--- src/rtl/elev_call_panel.sv ---
// elev_call_panel: debounces raw car/hall buttons into pending calls for the elevator
// controller and retires them when the door opens. Define CALL_CANCEL_EN to let a re-press cancel a car call.
module elev_call_panel #(
  parameter int NUM_FLOORS = 10,
  parameter int DEB_CYCLES = 4,
  localparam int FLOOR_W = $clog2(NUM_FLOORS)
) (
  input  logic                  clock,
  input  logic                  reset,
  input  logic [NUM_FLOORS-1:0] raw_inside,
  input  logic [NUM_FLOORS-2:0] raw_up,
  input  logic [NUM_FLOORS-2:0] raw_down,
  input  logic                  up_signal,
  input  logic                  down_signal,
  input  logic                  open_door,
  input  logic [FLOOR_W-1:0]    floor,
  output logic [NUM_FLOORS-1:0] buttons_inside,
  output logic [NUM_FLOORS-2:0] buttons_outside_up,
  output logic [NUM_FLOORS-2:0] buttons_outside_down,
  output logic                  any_call,
  output logic                  proto_err
);

  // Flat button vector: inside[f] at f, up[f] at UP_BASE+f, down[f] at DN_BASE+f-1.
  localparam int NB      = 3*NUM_FLOORS - 2;
  localparam int UP_BASE = NUM_FLOORS;
  localparam int DN_BASE = 2*NUM_FLOORS - 1;
  localparam int CNT_W   = $clog2(DEB_CYCLES + 1);
  localparam logic [CNT_W-1:0]   DEB_MAX   = CNT_W'(DEB_CYCLES);
  localparam logic [CNT_W-1:0]   DEB_LAST  = CNT_W'(DEB_CYCLES - 1);
  localparam logic [FLOOR_W-1:0] TOP_FLOOR = FLOOR_W'(NUM_FLOORS - 1);

  typedef enum logic [1:0] {DIR_NONE, DIR_UP, DIR_DOWN} dir_e;
  typedef enum logic {DOOR_CLOSED, DOOR_OPEN} door_e;

  logic [NB-1:0]    rawAll;
  logic [NB-1:0]    sync1_q, sync2_q;
  logic [NB-1:0]    calls_q, calls_d;
  logic [NB-1:0]    press, servedMask, clearMask, setMask;
  logic [CNT_W-1:0] cnt_q [NB];
  logic [CNT_W-1:0] cnt_d [NB];
  dir_e             dir_q, dir_d;
  door_e            door_q, door_d;
  logic             anyCall_q;
  logic             protoErr_q, protoErr_d;
  logic             floorValid, serve;

  assign rawAll     = {raw_down, raw_up, raw_inside};
  assign floorValid = (floor <= TOP_FLOOR);
  assign serve      = (door_q == DOOR_CLOSED) && open_door;

  // The press pulse fires on the cycle the counter saturates, so holding never repeats.
  always_comb begin
    press = '0;
    for (int i = 0; i < NB; i++) begin
      cnt_d[i] = cnt_q[i];
      if (!sync2_q[i]) begin
        cnt_d[i] = '0;
      end else if (cnt_q[i] < DEB_MAX) begin
        cnt_d[i] = cnt_q[i] + 1'b1;
        press[i] = (cnt_q[i] == DEB_LAST);
      end
    end
  end

  // Terminal floors retire the only hall call that exists there, whatever the direction.
  always_comb begin
    servedMask = '0;
    if (floorValid) begin
      for (int f = 0; f < NUM_FLOORS; f++)
        if (floor == FLOOR_W'(f)) servedMask[f] = 1'b1;
      for (int f = 0; f < NUM_FLOORS-1; f++)
        if (floor == FLOOR_W'(f))
          servedMask[UP_BASE+f] = (dir_q != DIR_DOWN) || (f == 0);
      for (int f = 1; f < NUM_FLOORS; f++)
        if (floor == FLOOR_W'(f))
          servedMask[DN_BASE+f-1] = (dir_q != DIR_UP) || (f == NUM_FLOORS-1);
    end
  end

  always_comb begin
    clearMask = serve ? servedMask : '0;
    setMask   = press & ~((door_q == DOOR_OPEN) ? servedMask : '0);
    calls_d   = (calls_q | setMask) & ~clearMask;
`ifdef CALL_CANCEL_EN
    calls_d[NUM_FLOORS-1:0] = (calls_q[NUM_FLOORS-1:0] ^ setMask[NUM_FLOORS-1:0])
                              & ~clearMask[NUM_FLOORS-1:0];
`endif
    dir_d = dir_q;
    if (up_signal)        dir_d = DIR_UP;
    else if (down_signal) dir_d = DIR_DOWN;
    door_d     = open_door ? DOOR_OPEN : DOOR_CLOSED;
    protoErr_d = protoErr_q | (up_signal & down_signal) | ~floorValid;
  end

  always_ff @(posedge clock) begin
    if (!reset) begin
      sync1_q    <= '0;
      sync2_q    <= '0;
      calls_q    <= '0;
      for (int i = 0; i < NB; i++) cnt_q[i] <= '0;
      dir_q      <= DIR_NONE;
      door_q     <= DOOR_CLOSED;
      anyCall_q  <= 1'b0;
      protoErr_q <= 1'b0;
    end else begin
      sync1_q    <= rawAll;
      sync2_q    <= sync1_q;
      for (int i = 0; i < NB; i++) cnt_q[i] <= cnt_d[i];
      calls_q    <= calls_d;
      dir_q      <= dir_d;
      door_q     <= door_d;
      anyCall_q  <= |calls_d;
      protoErr_q <= protoErr_d;
    end
  end

  assign buttons_inside       = calls_q[NUM_FLOORS-1:0];
  assign buttons_outside_up   = calls_q[DN_BASE-1:UP_BASE];
  assign buttons_outside_down = calls_q[NB-1:DN_BASE];
  assign any_call             = anyCall_q;
  assign proto_err            = protoErr_q;

endmodule
--- config.mk ---
export PLATFORM = sky130hd
export DESIGN_NAME = elev_call_panel
export DESIGN_NICKNAME = d
export VERILOG_FILES = /design/src/rtl/elev_call_panel.sv
export SDC_FILE = /design/constraint.sdc
export NUM_CORES = 1
export LEC_CHECK = 0
export BUFFER_PORTS_ARGS = -buffer_cell sky130_fd_sc_hd__clkbuf_2
export CORE_ASPECT_RATIO = 0.5
export CORE_UTILIZATION = 40
export CTS_BUF_LIST = sky130_fd_sc_hd__clkbuf_8
export DETAILED_ROUTE_END_ITERATION = 8
export PLACE_DENSITY_LB_ADDON = 0.2
export REMOVE_ABC_BUFFERS = 1
export SLEW_MARGIN = 20
export SYNTH_ARGS = -nofsm -noshare
export SYNTH_HDL_FRONTEND = slang
export SYNTH_SLANG_ARGS = --single-unit
export TNS_END_PERCENT = 100
--- constraint.sdc ---
create_clock -name clock -period 4.35 [get_ports clock]
set_clock_uncertainty 0.1 [all_clocks]
set_input_delay 1.305 -clock clock [delete_from_list [all_inputs] [get_ports clock]]
set_output_delay 1.305 -clock clock [all_outputs]
set_load 0.01 [all_outputs]
==> results.toml, run 1 <==
[synth]
yosysTopAreaCell = "dfxtp_1"
synth-seq-cells = 173
syn_area_per_cell_um2 = 9.99
synth_top_family_by_area = "simple AND/OR/NAND/NOR gates"
synthAdderAreaFrac = 0.106
synthMuxAreaShare = 0.0423
ys_types = 36
synth_area_um2 = 6630
synth_area_leaders = "dfxtp_1, ha_1, and2_1"
synth_top_cell_area_share = 0.522
synthCells = 664
synth_edf_count = 0
synth-simple-area-share = 0.174
ys_seq_area_frac = 0.522
synthArstFlopShare = 0
ys_warn_count = 0
synth-xor-area-share = 0.0370
synth_compound_area_frac = 0.0875
synth_flop_cell = "dfxtp_1"

[power_and_ir_drop]
p_int_mw = 2.14
p_per_area_nw_per_um2 = 373
p_comb_frac = 0.038
p_seq_frac = 0.579
irDropWorstVdd_mv = 0.191
power_frac_clock = 0.382
p_sw_frac = 0.241
p_leak_nw = 3.27
power.switching_mw = 0.680

[routing]
dr.first_iter.drc_count = 167
drt_wl_total_um = 12900
drc = 0
wire_per_inst_um = 13.3
via_count = 4546
drtAntennaViolNets = 0
dr.pass1.iters = 4
viasPerCell = 4.69

[finish]
area_delta_synth_final_pct = 14.2
final_nets = 828
diodes = 0
drive_above_1_share = 0.142

[worst_setup_path]
worst-path-buf-inv = 1
cp_data_arrival_time_ns = 3.83
path_depth = 7
crit_path_end_kind = "flop"
cpMostUsedCell = "or4_1"
critical_path_class = "in -> reg"
crit_path_cell_trace = "clkbuf_2 -> and4bb_2 -> a21oi_1 -> or4_1 -> or4_1 -> or4_1 -> o31a_1"
critPathLaunchType = "primary input"
r2r_cells = 6
crit_path_max_incr_delay_ns = 0.53
required_ns = 4.59
r2r-end = "any_call$_SDFF_PN0_"
worstPathMaxFanout = 11
crit_path_top_delay_cell = "or4_1"
critPathTopFamily = "simple AND/OR/NAND/NOR gates"
r2r-start = "door_q$_SDFF_PN0_"
r2r_setup_slack_ns = 1.11

[global_route]
grt_antenna_before_repair = 0
grt_pass1_wl_um = 21200
grt.overflow.total = 0
grt_use_total = 0.162
grt_max_degree = 99
grt_pass1_vias = 4349

[clock_tree]
clock_sinks = 173
cts_setup_buffers = 0
insertion_delay_ns = 0.45
cts_resized = 0
clk_path_buf_depth = 2
holdBufCountCts = 0
path_clk_slew_ns = 0.10
cts_made_buffers = 17
cts_root_buf = "clkbuf_8"
h-tree-depth = 4
cts_tree = "built"

[run]
cap_violations = 0

[sta]
clock.fmax_mhz = 279
finalHoldViolations = 0
setup_tns_ns = 0
rsz0062_at_grt = "no"
tightest_slew_ns = 0.871
maxSlewHeadroom = 0.419
fin_ws_ns = 0.761
period_needed_ns = 3.59
finalMaxSlewViolations = 0
period_share = 0.825
setup_violations = 0

[die]
die_w_um = 184
pin_count = 67
rows = 32
die-area_um2 = 17100
fp.coreArea_um2 = 15800
start_util = 0.419
die_h_um = 93.0

[placed_design]
numPortBuffers = 66
place_congestion = 0.906
dpl.hpwl_um = 9510
dp_slack_ns = 0.290

[worst_hold_path]
min_to = "sync2_q[25]$_SDFF_PN0_"
hold_class = "reg -> reg"
min_path_cells = 1
hp-start = "sync1_q[25]$_SDFF_PN0_"

[outcome]
status = "completed"
[power groups by stage]
stage               Clock (mW)  Sequential, mW  Combinational, mW
floorplan                    0            1.67             0.0557
global placement             0            1.67              0.106
detailed placement           0            1.67              0.109
CTS                       1.12            1.64              0.109
global route              1.19            1.64              0.123
finish                    1.08            1.63              0.108
[through the flow]
stage	hold slack (ns)	power, mW	utilization	cell area, µm²	std cells
floorplan	0.312	1.72	-	6540	644
global placement	0.313	1.78	0.455	7190	937
detailed placement	0.318	1.78	0.455	7190	937
CTS	0.339	2.87	0.479	7570	969
global route	0.351	2.96	0.479	7570	969
finish	0.335	2.82	0.479	7570	969
[how the worst max path moves through the flow]
stage / startpoint / to / slack, ns
global placement: floor[3] / any_call$_SDFF_PN0_ / 0.34
finish: floor[3] / any_call$_SDFF_PN0_ / 0.76
CTS: floor[3] / any_call$_SDFF_PN0_ / 0.79
global route: floor[2] / any_call$_SDFF_PN0_ / 0.67
detailed placement: floor[3] / any_call$_SDFF_PN0_ / 0.29
floorplan: open_door / any_call$_SDFF_PN0_ / 0.63
[routing by layer]
layer / vias up / GRT usage / wire length (µm)
met5: - / 0 / 0
met4: 0 / 0.0625 / 142
met3: 11 / 0.0397 / 612
met2: 66 / 0.245 / 5400
met1: 2086 / 0.223 / 6780
li1: 2383 / - / -
[Yosys cell counts, drive strengths merged, types with 2 or more instances]
| cell type | count |
|---|---|
| nor2 | 69 |
| a311oi | 3 |
| nor3 | 2 |
| inv | 30 |
| o21ai | 9 |
| nand2b | 3 |
| mux2i | 28 |
| and2 | 72 |
| clkbuf | 14 |
| a32oi | 4 |
| a31oi | 17 |
| nor4bb | 3 |
| a21oi | 67 |
| nand2 | 52 |
| buf | 6 |
| xor2 | 28 |
| dfxtp | 173 |
| nor4b | 4 |
| nand3 | 7 |
| or4 | 5 |
| ha | 56 |
| nand4 | 2 |
[placed cells by master (no fill, tap or decap), types with 17 or more instances in the layout]
master and n:
a31oi_1 17, inv_1 31, mux2i_1 28, and2_1 72, a21oi_1 67, ha_1 56
nor2_1 69, clkbuf_8 18, dfxtp_1 173, clkbuf_2 65, nand2_1 52, xor2_1 28
[logic make-up after synthesis]
logic type	count (synthesis)
DFF	173
xor gates and xnor gates	28
and+or+nand+nor	224
muxes	28
AOI/OAI and AO/OA	104
buffers and inverters	51
adders and majority gates	56
[sequential cells by signal (all words and copies together), names as in the netlist]
signal	cells
door_q	1
dir_q	2
sync2_q	28
sync1_q	28
proto_err	1
cnt_q	84
calls_q	28
any_call	1
[final cells by class]
| type | count | area, µm² |
|---|---|---|
| clock inverters | 14 | 134 |
| repair buffers | 72 | 375 |
| well taps | 221 | 277 |
| flip-flops and latches | 173 | 3460 |
| inverters | 31 | 116 |
| fillers | 1505 | 8240 |
| multi-input cells | 440 | 2960 |
| clock buffers | 18 | 248 |
No activity file was read; power rests on OpenSTA's default activity.
==> run 2, diff against run 1 <==
- clock period: 4.35 -> 3 ns (I/O delays scaled with it)
==> run 2 against run 1 <==
Design area rose by 3.8%; critical path depth rose by 2; via count grew 3.7%; count of clock-buffer cells in the layout fell by 1; cell count up 3.6%; highest routed layer unchanged; power up 46%; largest cell class unchanged; critical endpoint unchanged.
==> results.toml, run 2 (synthesis gave the netlist of run 1 again) <==
[clock_tree]
clk_path_buf_depth = 2
holdBufCountCts = 0
path_clk_slew_ns = 0.10
cts_tree = "built"
cts_made_buffers = 17
clock_sinks = 173
cts_root_buf = "clkbuf_8"
insertion_delay_ns = 0.46
cts_setup_buffers = 0
h-tree-depth = 4

[die]
die_h_um = 93.0
die-area_um2 = 17100
fp.coreArea_um2 = 15800
rows = 32
pin_count = 67
start_util = 0.419
die_w_um = 184

[global_route]
grt_max_degree = 84
grt.overflow.total = 0
grt_pass1_wl_um = 22300
grt_antenna_before_repair = 0
grt_pass1_vias = 4568
grt_use_total = 0.170

[sta]
finalHoldViolations = 0
fin_ws_ns = 0.113
clock.fmax_mhz = 346
setup_tns_ns = 0
period_share = 0.962
tightest_slew_ns = 0.627
setup_violations = 0
period_needed_ns = 2.89
finalMaxSlewViolations = 0
maxSlewHeadroom = 0.580

[worst_setup_path]
critPathTopFamily = "simple AND/OR/NAND/NOR gates"
r2r_setup_slack_ns = 0.11
worst-path-buf-inv = 1
critPathLaunchType = "flop"
worstPathMaxFanout = 3
crit_path_end_kind = "flop"
required_ns = 3.25
crit_path_cell_trace = "ha_1 -> ha_1 -> a21oi_2 -> buf_4 -> a21oi_1 -> or4_1 -> or4_1 -> or4_1 -> o31a_1"
cp_data_arrival_time_ns = 3.14
cpMostUsedCell = "or4_1"
crit_path_top_delay_cell = "or4_1"
critical_path_class = "reg -> reg"
crit_path_max_incr_delay_ns = 0.51

[routing]
dr.first_iter.drc_count = 144
wire_per_inst_um = 13.4
via_count = 4712
viasPerCell = 4.69
drc = 0
dr.pass1.iters = 5
drtAntennaViolNets = 0
drt_wl_total_um = 13500

[finish]
fin_cells = 1004
fillCellCount = 1479
layout_commonest_cell = "dfxtp_1"
mostFrequentLayoutCells = "dfxtp_1, and2_1, nor2_1, a21oi_1, clkbuf_2"
area_delta_synth_final_pct = 18.6
drive_above_1_share = 0.183
final_nets = 863
top_register = "cnt_q"
largest_reg_flops = 84
diodes = 0

[placed_design]
numPortBuffers = 66
placed_cells = 972
dp_slack_ns = -0.539
place_congestion = 0.814
dpl.hpwl_um = 9950

[run]
cap_violations = 0

[outcome]
status = "completed"

[power_and_ir_drop]
p_leak_nw = 3.46
irDropWorstVdd_mv = 0.252
p_total_mw = 4.11
p_per_area_nw_per_um2 = 522

[worst_hold_path]
hold_class = "reg -> reg"
## run 2: changes by cell type in the layout (fill, tap and decap cells not counted), sizes merged
| cell | before | now |
|---|---|---|
| clkbuf | 83 | 82 |
| inv | 38 | 37 |
| buf | 7 | 42 |
| clkinv | 5 | 7 |
## run 2: what timing repair did
item                       4_1_cts  5_1_grt
resized for setup                1        2
pin swaps                        2        0
setup endpoints to repair        1        1
## run 2: final cells by class
type	instances	area, µm²	area share
clock buffer	17	234	0.0298
timing repair buffer	107	663	0.0843
sequential	173	3460	0.441
inverter	31	116	0.0148
clock inverter	15	140	0.0178
multi-input combinational	440	2970	0.378
tap	221	277	0.0352
## run 2: layer usage
metal,vias up,global-route usage,part of all wire
li1,2455,-,-
met1,2165,0.233,0.52
met2,82,0.258,0.43
met3,10,0.0467,0.046
met4,0,0.0549,0.0083
met5,-,0,0
## run 2: worst paths after layout
| check | start | endpoint | depth (start not counted) |
|---|---|---|---|
| hold / removal | sync1_q[25]$_SDFF_PN0_ | sync2_q[25]$_SDFF_PN0_ | 1 |
| setup reg to reg | cnt_q[0][39]$_SDFFE_PN0N_ | any_call$_SDFF_PN0_ | 9 |
| setup / recovery | cnt_q[0][39]$_SDFFE_PN0N_ | any_call$_SDFF_PN0_ | 9 |
| hold reg to reg | sync1_q[25]$_SDFF_PN0_ | sync2_q[25]$_SDFF_PN0_ | 1 |
## run 2: through the flow
stage	hold WS [ns]	area (µm²)	util
finish	0.337	7860	0.497
CTS	0.339	7860	0.497
global route	0.353	7860	0.497
detailed placement	0.318	7480	0.473
global placement	0.314	7480	0.473
floorplan	0.312	6540	-
## run 2: worst register-to-register path: stages (launching register included)
cell	delay, ns
dfxtp_2	0.34
ha_1	0.19
ha_1	0.20
a21oi_2	0.12
buf_4	0.14
a21oi_1	0.06
or4_1	0.51
or4_1	0.41
or4_1	0.40
o31a_1	0.30
## run 2: report_power, final
part           switching (mW)  internal [mW]  leakage (nW)  total, mW
Combinational          0.0973         0.0880          1.85      0.185
Clock                   0.884          0.670         0.196       1.55
Sequential             0.0245           2.34          1.41       2.37
Total                    1.01           3.10          3.46       4.11
==> run 3, diff against run 2 <==
- PLACE_DENSITY: not set -> 0.67
- PLACE_DENSITY_LB_ADDON: 0.2 -> not set
- clock period: 3 -> 2.8 ns (I/O delays scaled with it)
==> run 3 against run 2 <==
Highest routed layer unchanged; flip-flop and latch count did not move; critical path depth fell by 2; combinational power rose by 10%; cell count rose by 1.3%; hold slack got worse by 0.0012 ns.
==> results.toml, run 3 (synthesis gave the netlist of run 1 again) <==
[clock_tree]
h-tree-depth = 4
clock_sinks = 173
cts_root_buf = "clkbuf_8"
holdBufCountCts = 0
cts_made_buffers = 17
clk_path_buf_depth = 2
cts_tree = "built"
insertion_delay_ns = 0.46
path_clk_slew_ns = 0.10

[run]
cap_violations = 0

[finish]
layout_commonest_cell = "dfxtp_1"
top_register = "cnt_q"
drive_above_1_share = 0.220
area_delta_synth_final_pct = 20.9
fillCellCount = 1452
mostFrequentLayoutCells = "dfxtp_1, and2_1, nor2_1, clkbuf_2, a21oi_1"
diodes = 0
final_nets = 876
largest_reg_flops = 84
design_area_um2 = 8020
fin_cells = 1017
fin_util = 0.507

[worst_setup_path]
crit_path_end_kind = "flop"
crit_path_max_incr_delay_ns = 0.50
required_ns = 3.05
cp_data_arrival_time_ns = 3.00
crit_path_cell_trace = "buf_2 -> nor4b_4 -> a31oi_1 -> or4_1 -> or4_1 -> or4_4 -> o31a_1"
critical_path_class = "in -> reg"
worstPathMaxFanout = 4
cpMostUsedCell = "or4_1"
critPathLaunchType = "primary input"
crit_path_top_delay_cell = "or4_1"
r2r_cells = 8

[sta]
setup_violations = 0
tightest_slew_ns = 0.372
maxSlewHeadroom = 0.748
period_needed_ns = 2.75
rsz0062_at_grt = "no"
period_share = 0.982
finalMaxSlewViolations = 0
clock.fmax_mhz = 364
finalHoldViolations = 0

[placed_design]
place_congestion = 0.806
dpl.hpwl_um = 9900
numPortBuffers = 66
placedInstanceArea_um2 = 7560
placed_cells = 983

[global_route]
grt_pass1_wl_um = 21600
grt_antenna_before_repair = 0
grt_max_degree = 98
grt.overflow.total = 0
grt_use_total = 0.164
grt_pass1_vias = 4586

[routing]
dr.pass1.iters = 4
via_count = 4781
drt_wl_total_um = 13500
dr.first_iter.drc_count = 221
viasPerCell = 4.70
drtAntennaViolNets = 0
drc = 0
wire_per_inst_um = 13.2

[power_and_ir_drop]
p_total_mw = 4.32
p_leak_nw = 3.50
p_per_area_nw_per_um2 = 539
irDropWorstVdd_mv = 0.281

[worst_hold_path]
hold_class = "reg -> reg"
min_path_cells = 1

[die]
fp.coreArea_um2 = 15800
start_util = 0.419
pin_count = 67
die_w_um = 184
rows = 32
die_h_um = 93.0
die-area_um2 = 17100

[outcome]
status = "completed"
run 3: worst paths after layout:
path / start / endpoint / slack (ns)
max: floor[2] / any_call$_SDFF_PN0_ / 0.05
max reg2reg: cnt_q[0][6]$_SDFFE_PN0N_ / any_call$_SDFF_PN0_ / 0.08
min reg2reg: sync1_q[9]$_SDFF_PN0_ / sync2_q[9]$_SDFF_PN0_ / 0.34
min: sync1_q[9]$_SDFF_PN0_ / sync2_q[9]$_SDFF_PN0_ / 0.34
run 3: power breakdown:
group | internal, mW | total [mW] | switching (mW)
registers | 2.51 | 2.54 | 0.0265
clock network | 0.625 | 1.58 | 0.955
logic | 0.0996 | 0.204 | 0.105
run 3: cell type report:
type | instances | area (µm²) | area share
sequential | 173 | 3470 | 0.433
tap | 221 | 277 | 0.0345
clock inverter | 15 | 114 | 0.0142
timing repair buffer | 120 | 763 | 0.0952
multi-input combinational | 440 | 3050 | 0.380
clock buffer | 17 | 234 | 0.0292
inverter | 31 | 116 | 0.0145
run 3: stage by stage:
stage,setup WS [ns],setup TNS (ns),hold WS [ns]
after floorplan,-0.452,-0.452,0.312
after global placement,-0.614,-0.614,0.313
after detailed placement,-0.655,-0.655,0.317
after CTS,-0.00657,-0.00657,0.336
after global routing,0.00222,0,0.346
final,0.0492,0,0.336
run 3: critical path, delay by kind of cell:
| kind | cells | cell delay (ns) |
|---|---|---|
| and+or+nand+nor | 4 | 1.65 |
| AOI/OAI and AO/OA | 2 | 0.38 |
| buffers and inverters | 1 | 0.14 |
run 3: timing repair:
item / in CTS / in global routing
setup buffers: 1 / 1
resized for setup: 15 / 14
pin swaps: 7 / 7
setup endpoints to repair: 1 / 1
run 3: per-layer routing:
layer  wire [µm]  up-vias  global-route usage
li1            -     2482                   -
met1        6350     2189               0.208
met2        6150       94               0.269
met3         753       16              0.0436
met4         210        0              0.0611
met5           0        -                   0
